[src/rtl/seg7_pkg.sv]
// Shared 7-segment definitions: active-low gfedcba patterns, capture FSM states
// and the pattern-to-digit decoder used by the loopback receiver.
package seg7_pkg;

  localparam logic [6:0] SEG_0     = 7'b1000000;
  localparam logic [6:0] SEG_1     = 7'b1111001;
  localparam logic [6:0] SEG_2     = 7'b0100100;
  localparam logic [6:0] SEG_3     = 7'b0110000;
  localparam logic [6:0] SEG_4     = 7'b0011001;
  localparam logic [6:0] SEG_5     = 7'b0010010;
  localparam logic [6:0] SEG_6     = 7'b0000010;
  localparam logic [6:0] SEG_7     = 7'b1111000;
  localparam logic [6:0] SEG_8     = 7'b0000000;
  localparam logic [6:0] SEG_9     = 7'b0011000;
  localparam logic [6:0] SEG_BLANK = 7'b1111111;

  typedef enum logic [1:0] {
    ST_IDLE   = 2'd0,
    ST_SETTLE = 2'd1,
    ST_HOLD   = 2'd2
  } cap_state_e;

  typedef struct packed {
    logic       legal;
    logic       blank;
    logic [3:0] code;
  } seg_dec_t;

  // legal=1 for a digit, blank=1 for all-off, both 0 for anything else
  function automatic seg_dec_t seg_decode(input logic [6:0] pat);
    seg_dec_t r;
    r = '{legal: 1'b1, blank: 1'b0, code: 4'd0};
    case (pat)
      SEG_0:     r.code = 4'd0;
      SEG_1:     r.code = 4'd1;
      SEG_2:     r.code = 4'd2;
      SEG_3:     r.code = 4'd3;
      SEG_4:     r.code = 4'd4;
      SEG_5:     r.code = 4'd5;
      SEG_6:     r.code = 4'd6;
      SEG_7:     r.code = 4'd7;
      SEG_8:     r.code = 4'd8;
      SEG_9:     r.code = 4'd9;
      SEG_BLANK: begin r.legal = 1'b0; r.blank = 1'b1; end
      default:   r.legal = 1'b0;
    endcase
    return r;
  endfunction

endpackage

[src/rtl/sync2.sv]
// Two-flop synchronizer for asynchronous inputs; clears to zero on reset.
module sync2 #(
  parameter int W = 1
) (
  input  logic         clk_i,
  input  logic         rst_i,
  input  logic [W-1:0] d_i,
  output logic [W-1:0] q_o
);

  logic [W-1:0] meta_q, sync_q;

  always_ff @(posedge clk_i or posedge rst_i) begin
    if (rst_i) begin
      meta_q <= '0;
      sync_q <= '0;
    end else begin
      meta_q <= d_i;
      sync_q <= meta_q;
    end
  end

  assign q_o = sync_q;

endmodule

[src/rtl/seg7_capture.sv]
// Loopback receiver for the active-low 7-segment bus: synchronize, wait for a
// stable pattern, then decode it to a digit / blank / illegal event.
module seg7_capture
  import seg7_pkg::*;
#(
  parameter int STABLE_CYCLES = 4,
  parameter int ERR_W         = 8
) (
  input  logic             clk_i,
  input  logic             rst_i,
  input  logic [6:0]       seg_i,
  input  logic             seg_en_i,
  output logic [3:0]       value_o,
  output logic             valid_o,
  output logic             blank_o,
  output logic             illegal_o,
  output logic             locked_o,
  output logic [ERR_W-1:0] err_count_o
);

  localparam logic [7:0] CNT_LAST = 8'(STABLE_CYCLES - 1);

  logic [6:0] s;
  logic       en;

  sync2 #(.W(7)) u_sync_seg (.clk_i(clk_i), .rst_i(rst_i), .d_i(seg_i),    .q_o(s));
  sync2 #(.W(1)) u_sync_en  (.clk_i(clk_i), .rst_i(rst_i), .d_i(seg_en_i), .q_o(en));

  cap_state_e       state_q;
  logic [6:0]       cand_q;
  logic [7:0]       cnt_q;
  logic [3:0]       value_q;
  logic             valid_q, blank_q, illegal_q, locked_q;
  logic [ERR_W-1:0] err_q;
  seg_dec_t         dec_d;

  assign dec_d = seg_decode(cand_q);

  always_ff @(posedge clk_i or posedge rst_i) begin
    if (rst_i) begin
      state_q   <= ST_IDLE;
      cand_q    <= SEG_BLANK;
      cnt_q     <= '0;
      value_q   <= '0;
      valid_q   <= 1'b0;
      blank_q   <= 1'b1;
      illegal_q <= 1'b0;
      locked_q  <= 1'b0;
      err_q     <= '0;
    end else begin
      valid_q   <= 1'b0;
      illegal_q <= 1'b0;
      case (state_q)
        ST_IDLE: begin
          if (en) begin
            cand_q  <= s;
            cnt_q   <= 8'd1;
            state_q <= ST_SETTLE;
          end
        end
        ST_SETTLE: begin
          if (!en) begin
            state_q <= ST_IDLE;
          end else if (s != cand_q) begin
            cand_q <= s;
            cnt_q  <= 8'd1;
          end else if (cnt_q < CNT_LAST) begin
            cnt_q <= cnt_q + 8'd1;
          end else begin
            // commit: the candidate has been seen STABLE_CYCLES times in a row
            state_q <= ST_HOLD;
            if (dec_d.legal) begin
              blank_q <= 1'b0;
              if (dec_d.code != value_q || !locked_q) begin
                value_q  <= dec_d.code;
                valid_q  <= 1'b1;
                locked_q <= 1'b1;
              end
            end else if (dec_d.blank) begin
              blank_q <= 1'b1;
            end else begin
              illegal_q <= 1'b1;
              if (err_q != '1) err_q <= err_q + 1'b1;
            end
          end
        end
        ST_HOLD: begin
          if (!en) begin
            state_q <= ST_IDLE;
          end else if (s != cand_q) begin
            cand_q  <= s;
            cnt_q   <= 8'd1;
            state_q <= ST_SETTLE;
          end
        end
        default: state_q <= ST_IDLE;
      endcase
    end
  end

  assign value_o     = value_q;
  assign valid_o     = valid_q;
  assign blank_o     = blank_q;
  assign illegal_o   = illegal_q;
  assign locked_o    = locked_q;
  assign err_count_o = err_q;

endmodule

[config.mk]
export PLATFORM = sky130hd
export DESIGN_NAME = seg7_capture
export DESIGN_NICKNAME = d
export VERILOG_FILES = /design/src/rtl/seg7_pkg.sv /design/src/rtl/sync2.sv /design/src/rtl/seg7_capture.sv
export SDC_FILE = /design/constraint.sdc
export NUM_CORES = 1
export LEC_CHECK = 0
export BUFFER_PORTS_ARGS = -buffer_cell sky130_fd_sc_hd__buf_2
export CAP_MARGIN = 20
export CORE_MARGIN = 4
export CORE_UTILIZATION = 35
export CTS_BUF_LIST = sky130_fd_sc_hd__clkbuf_8
export DETAILED_ROUTE_END_ITERATION = 6
export REMOVE_ABC_BUFFERS = 1
export SYNTH_ARGS = -nofsm -noshare
export SYNTH_HDL_FRONTEND = slang
export SYNTH_SLANG_ARGS = --single-unit
export TNS_END_PERCENT = 100
[constraint.sdc]
create_clock -name clk_i -period 4.5 [get_ports clk_i]
set_input_delay 0 -clock clk_i [delete_from_list [all_inputs] [get_ports clk_i]]
set_output_delay 0 -clock clk_i [all_outputs]
set_load 0.02 [all_outputs]
==> flow_summary.yaml, run 1 <==
placement:
  dp_slack_ns: 2.36
  placed_instances: 325
  detailed_place_hpwl_mm: 3.16
  dpl_cell_area_um2: 2750
  place.gp.congestion: 0.845
  numPortBuffers: 25
clocking:
  post_cts_resize_count: 0
  cts_inserted_buffers: 5
  clk_transition_reported_paths_ns: 0.10
  cts_tree: "yes"
  cts.sink_count: 49
  worst_skew_pair.late_latency_ns: 0.30
  total_number_of_h_tree_levels: 2
  cts_root_buf: "sky130_fd_sc_hd__clkbuf_8"
  cts_buffer_depth: 2
power:
  power.density_nw_per_um2: 458
  power_share_of_the_combinational_group_pct: 30.4
  seqPwrFrac_pct: 46.0
  switching_power_mw: 0.498
  peakVddDrop_v: 0.000197
  power_mw: 1.36
  power_report.internal_total_mw: 0.866
  p_clk_share_pct: 23.6
  total_leakage_power_nw: 1.31
  switching_share_pct: 36.5
logic_synthesis:
  synth-main-ff-cell: "sky130_fd_sc_hd__dfrtp_1"
  yosysSeqAreaShare_pct: 48.1
  synth_async_sr_flop_share_pct: 100
  syn_area_um2: 2570
  ys.warnings.count: 0
  postSynthRegisterBits: 49
  synth_area_per_cell_um2: 12.2
  synth.distinct_cells: 49
  post_synth_inst_count: 211
  synth_edf_count: 0
sta:
  timing.setup.tns_ns: 0
  timing.final.ws_setup_ns: 2.35
  setup_viol: 0
  drv_slew: 0
  max_slew_margin_pct: 65.9
  clock-skew-final_ns: 0.0110
  final_min_period_over_clock_period_pct: 47.7
  fmax_ghz: 0.466
  rsz_0062_raised_after_global_routing: "false"
  finalCriticalPeriod_ns: 2.15
  worst_pin_slew_ns: 0.511
  hold_viol: 0
worst_setup_path:
  worstPathCellList: "and3b_1 -> a21oi_1 -> o211ai_4 -> nor4b_4 -> mux2_1"
  critPathLaunchType: "flip-flop"
  crit_slowest_cell: "sky130_fd_sc_hd__dfstp_2"
  worst-setup-path-type: "flip-flop to flip-flop"
  cp-end-kind: "flip-flop"
  critical_path_peak_fanout: 12
  reg2reg_depth: 5
  timing.reg2reg.setup_slack_ns: 2.35
  crit_arrival_ns: 2.34
  critical_path.max_stage_delay_ns: 0.66
  worst_ep_required_time_ns: 4.69
final_layout:
  layout-drive-gt1-share_pct: 27.5
  antenna_cells_inserted: 0
  final_cell_area_um2: 2980
  combined_area_of_the_multi_input_logic_cells_um2: 1240
  layout.area.seq_um2: 1240
  layoutNonFillerInstCount: 343
  fillerInstances: 661
  synthToLayoutAreaGrowth_pct: 15.8
  final_net_count: 262
global_route:
  initial_antenna_violation_count: 0
  gr-usage-all-layers_pct: 10.6
  global_route.overflow_total: 0
  grt_pass1_vias: 1519
  grt_max_degree: 50
  grt_pass1_wl_mm: 7.40
die:
  floorplan.io_pins: 26
  placement_rows: 30
  fp.dieH_um: 93.7
  coreArea_um2: 6940
  die_area_um2: 8770
  dieWidth_um: 93.7
  start_util_pct: 37.0
routing:
  viasPerCell: 4.81
  wire_per_inst_um: 12.7
  route.vias.total: 1649
  dr.pass1.iters: 4
  antenna_violating_nets_post_route: 0
  route.detailed.drc: 0
  routed_wirelength_mm: 4.35
  drt-initial-drc-count: 83
run_status:
  run_status: "finished clean"
run:
  drv.max_cap_violation_count: 0
worst_hold_path:
  hold_class: "input pin to async pin"
[final timing paths]
kind                                         to        startpoint
max reg2reg                      err_count_o[1]         cand_q[1]
min reg2reg                       u_sync_en.q_o  u_sync_en.meta_q
min                        u_sync_seg.meta_q[5]             rst_i
max                              err_count_o[1]         cand_q[1]
min in group clk_i         u_sync_seg.meta_q[4]          seg_i[4]
max in group asynchronous               blank_o             rst_i
[area by class of cell]
type | instances | area share [%]
Multi-Input combinational cell | 147 | 41.6
Sequential cell | 49 | 41.5
Clock inverter | 3 | 1.60
Clock buffer | 5 | 2.31
Inverter | 8 | 1.01
Tap cell | 96 | 4.04
Timing Repair Buffer | 35 | 7.91
[per-stage QoR]
stage	hold slack (ns)	utilization (%)
6_report	0.101	42.8
5_1_grt	0.103	42.8
3_3_place_gp	0.107	39.6
4_1_cts	0.311	42.6
3_5_place_dp	0.109	39.6
2_1_floorplan	0.0314	-
[placed cells by master (no fill, tap or decap), drive strengths merged, types with 2 or more instances in the layout]
master       count
nand3            7
nand4           10
xor2             6
inv             10
buf             26
a21oi            5
and3b            2
nor4             7
and4             2
mux2            14
o21ai            8
and2             3
ha               6
nand2            9
dfrtp           41
o2111ai          2
and4b            2
a41oi            4
nor2            14
nor2b            5
nor3             4
o21a             2
and3             4
dlygate4sd3      9
clkbuf           5
dfstp            8
xnor2           12
nand2b           4
a31oi            2
[sequential cells by signal (all words and copies together) (netlist names)]
name               count
illegal_o              1
cnt_q                  8
err_count_o            8
u_sync_seg.meta_q      7
u_sync_en.meta_q       1
state_q                2
blank_o                1
u_sync_en.q_o          1
cand_q                 7
u_sync_seg.q_o         7
value_o                4
locked_o               1
valid_o                1
[power groups by stage]
stage,clock network [mW],logic [mW],registers [mW]
after CTS,0.337,0.417,0.628
after floorplan,0,0.344,0.608
final,0.322,0.415,0.627
after global routing,0.354,0.455,0.642
after global placement,0,0.402,0.633
after detailed placement,0,0.409,0.636
[cells in the mapped netlist, types with 3 or more instances]
library cell               count  area, um^2
sky130_fd_sc_hd__dfrtp_1      41        1030
sky130_fd_sc_hd__mux2_1       14         158
sky130_fd_sc_hd__nor2_1       12        45.0
sky130_fd_sc_hd__xnor2_1      11        96.3
sky130_fd_sc_hd__nand2_1       9        33.8
sky130_fd_sc_hd__nand4_1       9        56.3
sky130_fd_sc_hd__dfstp_2       8         210
sky130_fd_sc_hd__inv_1         8        30.0
sky130_fd_sc_hd__nand3_1       7        35.0
sky130_fd_sc_hd__nor4_2        7        87.6
sky130_fd_sc_hd__o21ai_0       7        35.0
sky130_fd_sc_hd__ha_1          6        75.1
sky130_fd_sc_hd__xor2_1        6        52.6
sky130_fd_sc_hd__a21oi_1       5        25.0
sky130_fd_sc_hd__nor2b_1       5        31.3
sky130_fd_sc_hd__buf_6         4        45.0
sky130_fd_sc_hd__nand2b_1      4        25.0
sky130_fd_sc_hd__nor3_1        4        20.0
sky130_fd_sc_hd__a41oi_1       3        26.3
[worst max-delay path: cells and delay by family, from the launching register on]
kind	cells	cell delay (ns)
and+or+nand+nor	2	0.56
muxes	1	0.35
DFF	1	0.66
AOI/OAI and AO/OA	2	0.46
[timing repair]
action,in CTS,in global routing
hold endpoints to repair,49,0
endpoints found under the setup margin,0,0
hold buffers,9,0
buffers inserted,0,0
[metal layers]
metal / global-route usage, % / vias to the layer above / routed length, um
li1: - / 834 / -
met1: 15.1 / 773 / 2190
met2: 15.4 / 37 / 1870
met3: 2.72 / 5 / 229
met4: 4.33 / 0 / 60
met5: 0 / - / 0
[cells by family after synthesis]
logic type | after synthesis | share of synthesized area (%)
AOI/OAI and AO/OA | 31 | 11.5
DFF | 49 | 48.1
and+or+nand+nor | 77 | 20.8
xor gates and xnor gates | 18 | 6.43
muxes | 15 | 6.53
adders and majority gates | 6 | 2.92
buffers and inverters | 15 | 3.70
(Power assumes the default switching activity.)
==> inputs of run 2 (changes only) <==
- clock period: 4.5 -> 2 ns (I/O delays scaled with it)
==> run 2 against run 1 <==
Sequential share of layout area is 4.5 points lower; power is 150% higher; non-clock buffer count is 36 higher; largest cell class unchanged.
==> flow_summary.yaml, run 2 (same netlist as run 1, synthesis figures left out) <==
run_status:
  run_status: "finished clean"
die:
  coreArea_um2: 6940
  dieWidth_um: 93.7
  placement_rows: 30
  die_area_um2: 8770
  start_util_pct: 37.0
  floorplan.io_pins: 26
  fp.dieH_um: 93.7
worst_setup_path:
  critical_path.reg2reg.endpoint: "err_count_o[1]"
  timing.reg2reg.setup_slack_ns: 0.01
  critPathLaunchType: "flip-flop"
  worst-setup-path-type: "flip-flop to flip-flop"
  worstPathCellList: "xnor2_2 -> and4_4 -> nand4_4 -> nor4b_4 -> mux2_4"
  critical_path_peak_fanout: 7
  cp-end-kind: "flip-flop"
  crit_start: "cand_q[0]"
  crit_slowest_cell: "sky130_fd_sc_hd__dfstp_2"
  cp_num_buf_inv: 0
  rr_startpoint: "cand_q[0]"
  worst_ep_required_time_ns: 2.19
  critical_path.max_stage_delay_ns: 0.62
  critical_path_cell_count: 5
  reg2reg_depth: 5
  cp-endpoint: "err_count_o[1]"
  critPathTopFamily: "simple AND/OR/NAND/NOR gates"
  crit_arrival_ns: 2.17
global_route:
  grt_pass1_wl_mm: 8.04
  gr-usage-all-layers_pct: 11.4
  grt_pass1_vias: 1731
  initial_antenna_violation_count: 0
  global_route.overflow_total: 0
  grt_max_degree: 27
final_layout:
  antenna_cells_inserted: 0
  layoutNonFillerInstCount: 379
  layout-drive-gt1-share_pct: 41.3
  synthToLayoutAreaGrowth_pct: 30.0
  layout.core_utilization_pct: 48.1
  layout.cells.most_common_list: "sky130_fd_sc_hd__dfrtp_1 (41), sky130_fd_sc_hd__buf_4 (34), sky130_fd_sc_hd__buf_2 (25), sky130_fd_sc_hd__nor2_1 (12), sky130_fd_sc_hd__mux2_1 (11)"
  final_net_count: 298
  final_common_cell: "sky130_fd_sc_hd__dfrtp_1"
clocking:
  cts_tree: "yes"
  worst_skew_pair.late_latency_ns: 0.29
  cts.sink_count: 49
  clk_transition_reported_paths_ns: 0.09
  cts_inserted_buffers: 5
  cts_buffer_depth: 2
  cts_root_buf: "sky130_fd_sc_hd__clkbuf_8"
  total_number_of_h_tree_levels: 2
routing:
  viasPerCell: 4.82
  route.detailed.drc: 0
  route.vias.total: 1828
  routed_wirelength_mm: 4.85
  dr.pass1.iters: 2
  drt-initial-drc-count: 96
  wire_per_inst_um: 12.8
  antenna_violating_nets_post_route: 0
sta:
  timing.final.ws_setup_ns: 0.0149
  finalCriticalPeriod_ns: 1.99
  final_min_period_over_clock_period_pct: 99.3
  setup_viol: 0
  rsz_0062_raised_after_global_routing: "true"
  worst_pin_slew_ns: 0.518
  hold_viol: 0
  fmax_ghz: 0.504
  drv_slew: 0
  clock-skew-final_ns: 0.00799
  max_slew_margin_pct: 65.4
worst_hold_path:
  hold_class: "input pin to async pin"
power:
  power.density_nw_per_um2: 1020
  peakVddDrop_v: 0.000464
  total_leakage_power_nw: 1.50
placement:
  placed_instances: 346
  detailed_place_hpwl_mm: 3.37
  place.gp.congestion: 0.824
  dp_slack_ns: -0.0237
  numPortBuffers: 25
run:
  drv.max_cap_violation_count: 0
## run 2: cell types whose count changed in the layout (fill, tap and decap cells not counted), sizes merged
cell,previous run,this run
inv,10,9
bufinv,1,0
clkbuf,5,6
clkinvlp,0,1
buf,26,62
## run 2: worst min-delay path by stage
| stage | start | endpoint | cells past startpoint |
|---|---|---|---|
| CTS | rst_i | u_sync_seg.meta_q[1] | 3 |
| finish | rst_i | u_sync_seg.meta_q[1] | 3 |
| floorplan | seg_en_i | u_sync_en.meta_q | 0 |
| global route | rst_i | u_sync_seg.meta_q[1] | 3 |
| global placement | rst_i | u_sync_seg.meta_q[0] | 2 |
| detailed placement | rst_i | u_sync_seg.meta_q[0] | 2 |
## run 2: where the power goes
group	total [mW]	switching [mW]	internal [mW]
Clock	0.587	0.311	0.276
Sequential	1.33	0.177	1.15
Combinational	1.50	0.753	0.743
## run 2: timing repair
action                                  4_1_cts  5_1_grt
cloned                                        0        0
buffers inserted                              3       13
endpoints found under the setup margin        9       22
hold endpoints to repair                     31        0
hold buffers                                  9        0
gates resized for setup                       1       26
pin swaps                                     2       11
## run 2: area by class of cell
type,instances,area (um^2)
inverter,8,30.0
fill,624,3610
multi-input combinational,147,1350
sequential,49,1240
timing repair buffer,71,513
clock inverter,2,11.3
tap,96,120
clock buffer,6,82.6
## run 2: tightest hold or removal path, delay by kind of cell
family / cells / cell delay [ns]
buffers and inverters: 3 / 1.03
## run 2: routing by layer
| layer | up-vias | wire (um) | GRT usage, % |
|---|---|---|---|
| li1 | 908 | - | - |
| met1 | 882 | 2300 | 15.5 |
| met2 | 32 | 2290 | 17.6 |
| met3 | 6 | 216 | 3.37 |
| met4 | 0 | 49 | 3.13 |
| met5 | - | 0 | 0 |
## run 2: through the flow
stage | cell area (um^2) | TNS (ns) | hold slack [ns] | power (mW)
floorplan | 2500 | -0.0111 | 0.0314 | 2.14
global placement | 2920 | 0 | 0.0648 | 2.47
detailed placement | 2920 | -0.0335 | 0.0719 | 2.49
CTS | 3130 | 0 | 0.280 | 3.15
global route | 3340 | -0.367 | 0.317 | 3.63
finish | 3340 | 0 | 0.276 | 3.41
==> inputs of run 3 (changes only) <==
- RECOVER_POWER: not set -> 25
==> run 3 against run 2 <==
Cell area unchanged; setup slack about the same; combinational power about the same; sequential cell count unchanged; largest power group unchanged; highest routed layer unchanged.
==> flow_summary.yaml, run 3 (same netlist as run 1, synthesis figures left out) <==
placement:
  numPortBuffers: 25
  dpl_cell_area_um2: 2920
  detailed_place_hpwl_mm: 3.37
  place.gp.congestion: 0.824
  dp_slack_ns: -0.0237
  placed_instances: 346
worst_hold_path:
  hold_class: "input pin to flip-flop"
  hold_path_origin: "seg_i[2]"
global_route:
  initial_antenna_violation_count: 0
  grt_pass1_wl_mm: 8.04
  global_route.overflow_total: 0
  grt_pass1_vias: 1731
  gr-usage-all-layers_pct: 11.4
  grt_max_degree: 27
worst_setup_path:
  critPathLaunchType: "flip-flop"
  critical_path.reg2reg.endpoint: "err_count_o[1]"
  worst_ep_required_time_ns: 2.19
  rr_startpoint: "cand_q[0]"
  cp-end-kind: "flip-flop"
  critical_path_peak_fanout: 7
  cp-endpoint: "err_count_o[1]"
  worstPathCellList: "xnor2_2 -> and4_4 -> nand4_4 -> nor4b_4 -> mux2_4"
  worst-setup-path-type: "flip-flop to flip-flop"
  timing.reg2reg.setup_slack_ns: 0.01
  reg2reg_depth: 5
  crit_slowest_cell: "sky130_fd_sc_hd__dfstp_2"
  critical_path.max_stage_delay_ns: 0.62
  crit_start: "cand_q[0]"
  crit_arrival_ns: 2.17
sta:
  worst_pin_slew_ns: 0.934
  max_slew_margin_pct: 37.7
  clock-skew-final_ns: 0.00799
  setup_viol: 0
  hold_viol: 0
  fmax_ghz: 0.504
  rsz_0062_raised_after_global_routing: "true"
  final_min_period_over_clock_period_pct: 99.3
  finalCriticalPeriod_ns: 1.99
  timing.final.ws_setup_ns: 0.0149
  drv_slew: 0
  timing.setup.tns_ns: 0
routing:
  dr.pass1.iters: 2
  route.detailed.drc: 0
  viasPerCell: 4.82
  drt-initial-drc-count: 95
  antenna_violating_nets_post_route: 0
  routed_wirelength_mm: 4.85
  wire_per_inst_um: 12.8
  route.vias.total: 1827
final_layout:
  fillerInstances: 624
  final_common_cell: "sky130_fd_sc_hd__dfrtp_1"
  layout-drive-gt1-share_pct: 41.0
  layout.cells.most_common_list: "sky130_fd_sc_hd__dfrtp_1 (41), sky130_fd_sc_hd__buf_4 (34), sky130_fd_sc_hd__buf_2 (25), sky130_fd_sc_hd__nor2_1 (12), sky130_fd_sc_hd__mux2_1 (11)"
  layoutNonFillerInstCount: 379
  final_net_count: 298
  final_cell_area_um2: 3340
  combined_area_of_the_multi_input_logic_cells_um2: 1350
  layout.area.seq_um2: 1240
  synthToLayoutAreaGrowth_pct: 30.0
  antenna_cells_inserted: 0
  layout.core_utilization_pct: 48.1
die:
  dieWidth_um: 93.7
  start_util_pct: 37.0
  fp.dieH_um: 93.7
  die_area_um2: 8770
  floorplan.io_pins: 26
  coreArea_um2: 6940
  placement_rows: 30
run_status:
  run_status: "finished clean"
power:
  peakVddDrop_v: 0.000463
  power.density_nw_per_um2: 1020
  total_leakage_power_nw: 1.50
clocking:
  cts_buffer_depth: 2
  cts.sink_count: 49
  cts_tree: "yes"
  clk_transition_reported_paths_ns: 0.09
  cts_root_buf: "sky130_fd_sc_hd__clkbuf_8"
  total_number_of_h_tree_levels: 2
  cts_inserted_buffers: 5
  worst_skew_pair.late_latency_ns: 0.29
run:
  drv.max_cap_violation_count: 0
## run 3: cell counts in the layout (fill, tap and decap cells not counted)
Identical to the previous run, type by type.
## run 3: metal layers
| metal | routed length, um | GRT usage [%] | up-vias |
|---|---|---|---|
| met5 | 0 | 0 | - |
| met4 | 49 | 3.13 | 0 |
| met3 | 216 | 3.37 | 6 |
| met2 | 2290 | 17.6 | 32 |
| met1 | 2300 | 15.5 | 881 |
| li1 | - | - | 908 |
## run 3: final cells by class
class	count	area share, %
Inverter	8	0.900
Multi-Input combinational cell	147	40.3
Sequential cell	49	37.0
Clock inverter	2	0.337
Timing Repair Buffer	71	15.4
Tap cell	96	3.60
Clock buffer	6	2.47
## run 3: worst min path at each step
| stage | slack [ns] | depth (start not counted) | to |
|---|---|---|---|
| 5_1_grt | 0.34 | 2 | u_sync_seg.meta_q[5] |
| 2_1_floorplan | 0.03 | 0 | u_sync_en.meta_q |
| 4_1_cts | 0.28 | 3 | u_sync_seg.meta_q[1] |
| 3_5_place_dp | 0.07 | 2 | u_sync_seg.meta_q[0] |
| 6_report | 0.34 | 2 | u_sync_seg.meta_q[2] |
| 3_3_place_gp | 0.06 | 2 | u_sync_seg.meta_q[0] |
## run 3: what timing repair did
action / 4_1_cts / 5_1_grt
resized for setup: 1 / 26
setup buffers: 3 / 13
pin swaps: 2 / 11
hold endpoints to repair: 31 / 0
setup endpoints to repair: 9 / 22
hold buffers: 9 / 0
## run 3: stage by stage
stage,power (mW),hold slack (ns)
2_1_floorplan,2.14,0.0314
3_3_place_gp,2.47,0.0648
3_5_place_dp,2.49,0.0719
4_1_cts,3.15,0.280
5_1_grt,3.63,0.343
6_report,3.41,0.341
## run 3: where the power goes
group,total [mW],switching (mW),internal [mW],leakage [nW]
logic,1.50,0.752,0.743,0.836
registers,1.33,0.177,1.15,0.612
clock network,0.587,0.311,0.276,0.0486
total,3.41,1.24,2.17,1.50
## run 3: worst max-delay path, delay by kind of cell (launching register included)
family | cells | cell delay, ns
muxes | 1 | 0.33
xor gates and xnor gates | 1 | 0.14
DFF | 1 | 0.62
and+or+nand+nor | 3 | 0.80
